## src/rtl/fifo_mon_pkg.sv

```systemverilog
// Shared types and elaboration-time helpers for the FIFO status monitor.
// Widths are derived from DEPTH so that instantiations only need to set DEPTH.
package fifo_mon_pkg;

    typedef enum logic {
        ERR_AUTO   = 1'b0,
        ERR_STICKY = 1'b1
    } err_mode_e;

    function automatic int calc_ptr_w(input int depth);
        return $clog2(depth) + 1;
    endfunction

    function automatic int calc_lvl_w(input int depth);
        return $clog2(depth + 1);
    endfunction

    // Subtraction that clamps at zero instead of wrapping.
    function automatic int sat_sub(input int a, input int b);
        return (a > b) ? (a - b) : 0;
    endfunction

endpackage

```

## src/rtl/sat_event_counter.sv

```systemverilog
// Event counter that saturates at all-ones and never wraps.
// A clear coinciding with an event leaves the count at 1, because the event wins.
module sat_event_counter #(
    parameter int WIDTH = 8
) (
    input  logic             clk_in,
    input  logic             areset_b,
    input  logic             inc,
    input  logic             clr,
    output logic [WIDTH-1:0] count
);

    logic [WIDTH-1:0] count_q;
    logic [WIDTH-1:0] count_d;

    always_comb begin
        count_d = count_q;
        if (clr) begin
            count_d = inc ? WIDTH'(1) : '0;
        end else if (inc && (count_q != '1)) begin
            count_d = count_q + WIDTH'(1);
        end
    end

    always_ff @(posedge clk_in or negedge areset_b) begin
        if (!areset_b) begin
            count_q <= '0;
        end else begin
            count_q <= count_d;
        end
    end

    assign count = count_q;

endmodule

```

## src/rtl/fifo_status_monitor.sv

```systemverilog
// Status monitor for a wrap-bit-pointer FIFO: full/empty, level, peak,
// almost flags with hysteresis, overflow/underflow flags and event counters.
module fifo_status_monitor
    import fifo_mon_pkg::*;
#(
    parameter int DEPTH      = 8,
    parameter int PTR_W      = calc_ptr_w(DEPTH),
    parameter int LVL_W      = calc_lvl_w(DEPTH),
    parameter int HYST       = 1,
    parameter int STICKY_ERR = 1,
    parameter int ERR_CNT_W  = 8
) (
    input  logic                 clk_in,
    input  logic                 areset_b,
    input  logic                 trans_write,
    input  logic                 trans_read,
    input  logic                 fifo_wenable,
    input  logic                 fifo_renable,
    input  logic [PTR_W-1:0]     write_ptr,
    input  logic [PTR_W-1:0]     read_ptr,
    input  logic [LVL_W-1:0]     afull_thresh,
    input  logic [LVL_W-1:0]     aempty_thresh,
    input  logic                 err_clear,
    output logic                 full_ind,
    output logic                 empty_ind,
    output logic [LVL_W-1:0]     level,
    output logic                 almost_full_ind,
    output logic                 almost_empty_ind,
    output logic                 overflow_ind,
    output logic                 underflow_ind,
    output logic                 ptr_err_ind,
    output logic [LVL_W-1:0]     peak_level,
    output logic [ERR_CNT_W-1:0] ovf_count,
    output logic [ERR_CNT_W-1:0] udf_count
);

    localparam err_mode_e ERR_MODE = (STICKY_ERR != 0) ? ERR_STICKY : ERR_AUTO;
    localparam logic [PTR_W-1:0] DEPTH_P = PTR_W'(DEPTH);
    localparam logic [LVL_W-1:0] DEPTH_L = LVL_W'(DEPTH);

    logic [PTR_W-1:0] diff;
    logic             diff_over;
    logic             ovf_evt;
    logic             udf_evt;
    logic             ovf_clr;
    logic             udf_clr;
    logic [LVL_W-1:0] afull_lo;
    logic [LVL_W:0]   aempty_hi;

    logic             afull_q,   afull_d;
    logic             aempty_q,  aempty_d;
    logic             ovf_q,     ovf_d;
    logic             udf_q,     udf_d;
    logic             ptr_err_q, ptr_err_d;
    logic [LVL_W-1:0] peak_q,    peak_d;

    // Modular subtraction handles the wrap bit without special cases.
    assign diff      = write_ptr - read_ptr;
    assign diff_over = (diff > DEPTH_P);
    assign full_ind  = (diff == DEPTH_P);
    assign empty_ind = (diff == '0);
    assign level     = diff_over ? DEPTH_L : LVL_W'(diff);

    assign ovf_evt = trans_write & full_ind  & ~fifo_renable;
    assign udf_evt = trans_read  & empty_ind & ~fifo_wenable;

    generate
        if (ERR_MODE == ERR_STICKY) begin : g_sticky
            assign ovf_clr = err_clear;
            assign udf_clr = err_clear;
        end else begin : g_auto
            assign ovf_clr = err_clear | fifo_renable;
            assign udf_clr = err_clear | fifo_wenable;
        end
    endgenerate

    // Release points of the hysteresis bands; the upper one is one bit wider to avoid wrap.
    assign afull_lo  = LVL_W'(sat_sub(int'(afull_thresh), HYST));
    assign aempty_hi = {1'b0, aempty_thresh} + (LVL_W + 1)'(HYST);

    always_comb begin
        afull_d = afull_q;
        if ((afull_thresh == '0) || (afull_thresh > DEPTH_L)) begin
            afull_d = 1'b0;
        end else if (level >= afull_thresh) begin
            afull_d = 1'b1;
        end else if (level < afull_lo) begin
            afull_d = 1'b0;
        end
    end

    always_comb begin
        aempty_d = aempty_q;
        if (aempty_thresh >= DEPTH_L) begin
            aempty_d = 1'b0;
        end else if (level <= aempty_thresh) begin
            aempty_d = 1'b1;
        end else if ({1'b0, level} > aempty_hi) begin
            aempty_d = 1'b0;
        end
    end

    // Events take priority over any clear arriving in the same cycle.
    always_comb begin
        ovf_d     = ovf_evt   ? 1'b1 : (ovf_clr   ? 1'b0 : ovf_q);
        udf_d     = udf_evt   ? 1'b1 : (udf_clr   ? 1'b0 : udf_q);
        ptr_err_d = diff_over ? 1'b1 : (err_clear ? 1'b0 : ptr_err_q);
        peak_d    = peak_q;
        if (err_clear) begin
            peak_d = level;
        end else if (level > peak_q) begin
            peak_d = level;
        end
    end

    always_ff @(posedge clk_in or negedge areset_b) begin
        if (!areset_b) begin
            afull_q   <= 1'b0;
            aempty_q  <= 1'b0;
            ovf_q     <= 1'b0;
            udf_q     <= 1'b0;
            ptr_err_q <= 1'b0;
            peak_q    <= '0;
        end else begin
            afull_q   <= afull_d;
            aempty_q  <= aempty_d;
            ovf_q     <= ovf_d;
            udf_q     <= udf_d;
            ptr_err_q <= ptr_err_d;
            peak_q    <= peak_d;
        end
    end

    sat_event_counter #(
        .WIDTH (ERR_CNT_W)
    ) u_ovf_cnt (
        .clk_in   (clk_in),
        .areset_b (areset_b),
        .inc      (ovf_evt),
        .clr      (err_clear),
        .count    (ovf_count)
    );

    sat_event_counter #(
        .WIDTH (ERR_CNT_W)
    ) u_udf_cnt (
        .clk_in   (clk_in),
        .areset_b (areset_b),
        .inc      (udf_evt),
        .clr      (err_clear),
        .count    (udf_count)
    );

    assign almost_full_ind  = afull_q;
    assign almost_empty_ind = aempty_q;
    assign overflow_ind     = ovf_q;
    assign underflow_ind    = udf_q;
    assign ptr_err_ind      = ptr_err_q;
    assign peak_level       = peak_q;

endmodule

```

## config.mk

```make
export PLATFORM = sky130hd
export DESIGN_NAME = fifo_status_monitor
export DESIGN_NICKNAME = d
export VERILOG_FILES = /design/src/rtl/fifo_mon_pkg.sv /design/src/rtl/sat_event_counter.sv /design/src/rtl/fifo_status_monitor.sv
export SDC_FILE = /design/constraint.sdc
export NUM_CORES = 1
export LEC_CHECK = 0
export CORE_ASPECT_RATIO = 0.5
export CORE_MARGIN = 5
export CORE_UTILIZATION = 50
export DETAILED_ROUTE_END_ITERATION = 8
export PLACE_DENSITY = 0.88
export SYNTH_ARGS = -nofsm -noshare
export SYNTH_HDL_FRONTEND = slang
export SYNTH_SLANG_ARGS = --single-unit
export TNS_END_PERCENT = 100
```

## constraint.sdc

```tcl
create_clock -name clk_in -period 2.5 [get_ports clk_in]
set_input_delay 0.25 -clock clk_in [delete_from_list [all_inputs] [get_ports clk_in]]
set_output_delay 0.25 -clock clk_in [all_outputs]
set_load 0.05 [all_outputs]
```

==> flow_summary_export.csv <==
group,metric,value,unit
status,outcome,"complete, but fails checks",
status,violations,"negative setup slack",
sta,setup_viol,7,
sta,clock_skew,0.00330,ns
floorplan,die_h,57.3,um
routing,num_vias,2704,
final_layout,insertedDiodeCount,0,
final_layout,nets,413,
setup_path,arrival,2.93,ns
job,cap_violations,0,
sta,hold_viol,0,
synthesis,seq_area_frac_synth,28.0,%
power_and_ir_drop,pwr-share-comb,65.7,%
synthesis,avgSynthCellArea,8.87,sq um
synthesis,synth_top_area_share,28.0,%
setup_path,cp_max_fo,3,
clock_network,cts.sinks,25,
grt,grt_antenna_before_repair,0,
place,dpl-instance-area,3360,sq um
synthesis,synth_ff_type,"dfrtp_1",
setup_path,cp-start-kind,"input pin",
power_and_ir_drop,clockPowerShare,12.2,%
power_and_ir_drop,p_per_area,607,nW/um^2
floorplan,die-area,5990,sq um
sta,finalCritPeriodShare,110,%
grt,grt-ovfl-total,0,
clock_network,clk_latency,0.28,ns
routing,routed_wl,9560,um
clock_network,cts_buffers,3,
clock_network,cts_buffer_depth,2,
synthesis,ys_ff_latch,25,
setup_path,crit_type,"input pin to register",
grt,grt_pass1_wl,13000,um
final_layout,final_cell_mix,"buf_4 (59), clkdlybuf4s50_1 (39), nor2_1 (26), dfrtp_1 (25), inv_1 (21)",
final_layout,layout-drive-gt1-share,41.4,%
synthesis,ys.warnings.count,0,
setup_path,crit_chain,"buf_8 > inv_12 > ha_4 > buf_12 > a21oi_4 > a21oi_4 > nor2_4 > inv_2 > nor2_4 > inv_2 > ha_4 > and2b_2 > buf_4 > nand2_2 > a31oi_4 > a31oi_4 > a211oi_2 > mux2_4",
place,io_buffers,53,
synthesis,netlist_top_cells_area,"dfrtp_1 (28%), ha_1 (12%), xnor2_1 (5.5%), nor2_1 (5.0%), inv_1 (4.7%)",
sta,worstMarginPinSlew,0.738,ns
grt,grt_use_total,26.7,%
clock_network,cts_tree,"yes",
floorplan,core_area,4360,sq um
setup_path,critPathRequiredTime,2.68,ns
sta,setup_tns,-0.759,ns
synthesis,synth_cell_types,61,
clock_network,htree_num_levels,1,
routing,drt_iter0_markers,240,
place,place_congestion,0.989,
floorplan,die_w,105,um
sta,drv_slew,0,
synthesis,synthesis.area,2240,sq um
power_and_ir_drop,ir_worst_vdd,0.345,mV
routing,vias_per_cell,6.38,
final_layout,final_common_cell,"buf_4",
final_layout,final_area,3780,sq um
power_and_ir_drop,leakagePower,1.57,nW
sta,slew_headroom,50.6,%
power_and_ir_drop,pwr-share-seq,22.2,%
power_and_ir_drop,p_int,1.25,mW
floorplan,start_util,51.3,%
synthesis,async_flop_share,100,%
power_and_ir_drop,p_sw,1.04,mW
clock_network,cts_hold_buffers,0,
sta,fin_ws,-0.247,ns
setup_path,slowest_delay,0.32,ns
clock_network,clk_pin_slew,0.11,ns
worst_hold_path,min_path_type,"input pin to asynchronous set/reset pin",
floorplan,row_count,17,
sta,grt_setup_unrepaired,"yes",
floorplan,ios,54,
routing,dr.pass1.iters,5,
sta,holdWs,0.336,ns
synthesis,syn_nets,297,
routing,wl_per_cell,22.6,um
routing,drc_errors,0,
power_and_ir_drop,swShare,45.5,%
place,dp_hpwl,5210,um
grt,grt_pass1_vias,2605,
sta,max_freq,0.364,GHz
sta,period_needed,2.75,ns
synthesis,synth_cells,252,
final_layout,areaGrowthSynthToFinish,69.3,%
setup_path,slowest_stage,"mux2_4",
clock_network,cts_root_buf,"clkbuf_8",
routing,ant_nets,0,
final_layout,final_core_util,86.8,%
synthesis,synth_edf_count,0,
grt,grt_start_max_net_pins,26,
synthesis,synth_top_area_cell,"dfrtp_1",
setup_path,end_kind,"register",
per-stage QoR:
stage / instances / setup slack, ns / total power [mW]
final: 424 / -0.247 / 2.30
after global routing: 424 / -0.293 / 2.37
after CTS: 418 / -0.194 / 2.04
after detailed placement: 405 / -1.01 / 1.67
after global placement: 405 / -0.884 / 1.62
after floorplan: 252 / -0.667 / 1.19
metal layers:
layer  global-route usage (%)  vias to the layer above  share of wire, %  wire length [um]
met2                     48.2                      211                47              4490
li1                         -                     1127                 -                 -
met3                     6.10                       57               9.5               910
met5                        0                        -                 0                 0
met4                     7.83                        0               4.6               437
met1                     32.3                     1309                39              3730
cell usage after synthesis, types with 2 or more instances:
master and instances:
nand3b_1 2, a211oi_2 2, nand2b_1 6, dfrtp_1 25
o32ai_1 2, nand3_1 11, ha_1 21, nor2_1 30
nand4_1 5, o31ai_1 4, inv_1 28, xnor2_1 14
o21ai_0 10, and2b_2 2, clkbuf_1 3, a211oi_1 2
nor4_1 7, and3_2 2, a21oi_1 8, o21ai_2 2
nor3b_1 2, nor3_1 5, xnor2_2 2, nand2_1 12
a21oi_2 3, o22ai_1 3, a31oi_1 4, mux2i_1 2
power by group through the flow:
stage	registers [mW]	clock network, mW	logic, mW
floorplan	0.643	0	0.548
global placement	0.502	0	1.12
detailed placement	0.506	0	1.16
CTS	0.499	0.269	1.27
global route	0.513	0.297	1.56
finish	0.510	0.279	1.51
cells by family (layout without fill, tap and decap cells):
family          count (synthesis)  count (layout)  share of synthesized area [%]
buf+inv                        32             147                           5.37
fa+ha+maj                      22              22                           12.6
mux                             4               4                           2.07
compound gates                 54              54                           19.4
simple gates                   97              97                           24.5
flops                          25              25                           28.0
xor+xnor                       18              18                           8.06
repair_timing:
item / CTS / global route
gates resized for setup: 41 / 35
pin swaps: 21 / 19
setup endpoints to repair: 26 / 22
setup buffers: 10 / 8
state kept, by name (all words and copies together), names as in the netlist:
| register | flops |
|---|---|
| ptr_err_ind | 1 |
| almost_full_ind | 1 |
| u_udf_cnt.count | 8 |
| almost_empty_ind | 1 |
| underflow_ind | 1 |
| u_ovf_cnt.count | 8 |
| peak_level | 4 |
| overflow_ind | 1 |
worst max-delay path: cells and delay by family:
family                     cells  cell delay, ns
muxes                          1            0.32
AOI/OAI and AO/OA              5            0.86
and+or+nand+nor                4            0.50
adders and majority gates      2            0.45
buffers and inverters          6            0.54
cell type report:
cell class | instances | area, sq um
multi-input cells | 195 | 1860
repair buffers | 114 | 1050
flip-flops and latches | 25 | 626
fillers | 189 | 576
inverters | 29 | 125
well taps | 57 | 71.3
clock buffers | 3 | 41.3
clock inverters | 1 | 8.76
worst paths after layout:
path,start,endpoint,slack (ns),cells past startpoint
max in group asynchronous,areset_b,u_ovf_cnt.count[3]$_DFFE_PN0P_,1.90,2
min,areset_b,almost_full_ind$_DFFE_PN0P_,0.34,2
min reg2reg,underflow_ind$_DFFE_PN0P_,underflow_ind$_DFFE_PN0P_,0.59,2
max,read_ptr[2],peak_level[0]$_DFFE_PN0P_,-0.25,18
min in group clk_in,underflow_ind$_DFFE_PN0P_,underflow_ind$_DFFE_PN0P_,0.59,2
max reg2reg,peak_level[0]$_DFFE_PN0P_,peak_level[0]$_DFFE_PN0P_,0.37,7
(Power assumes the default switching activity.)
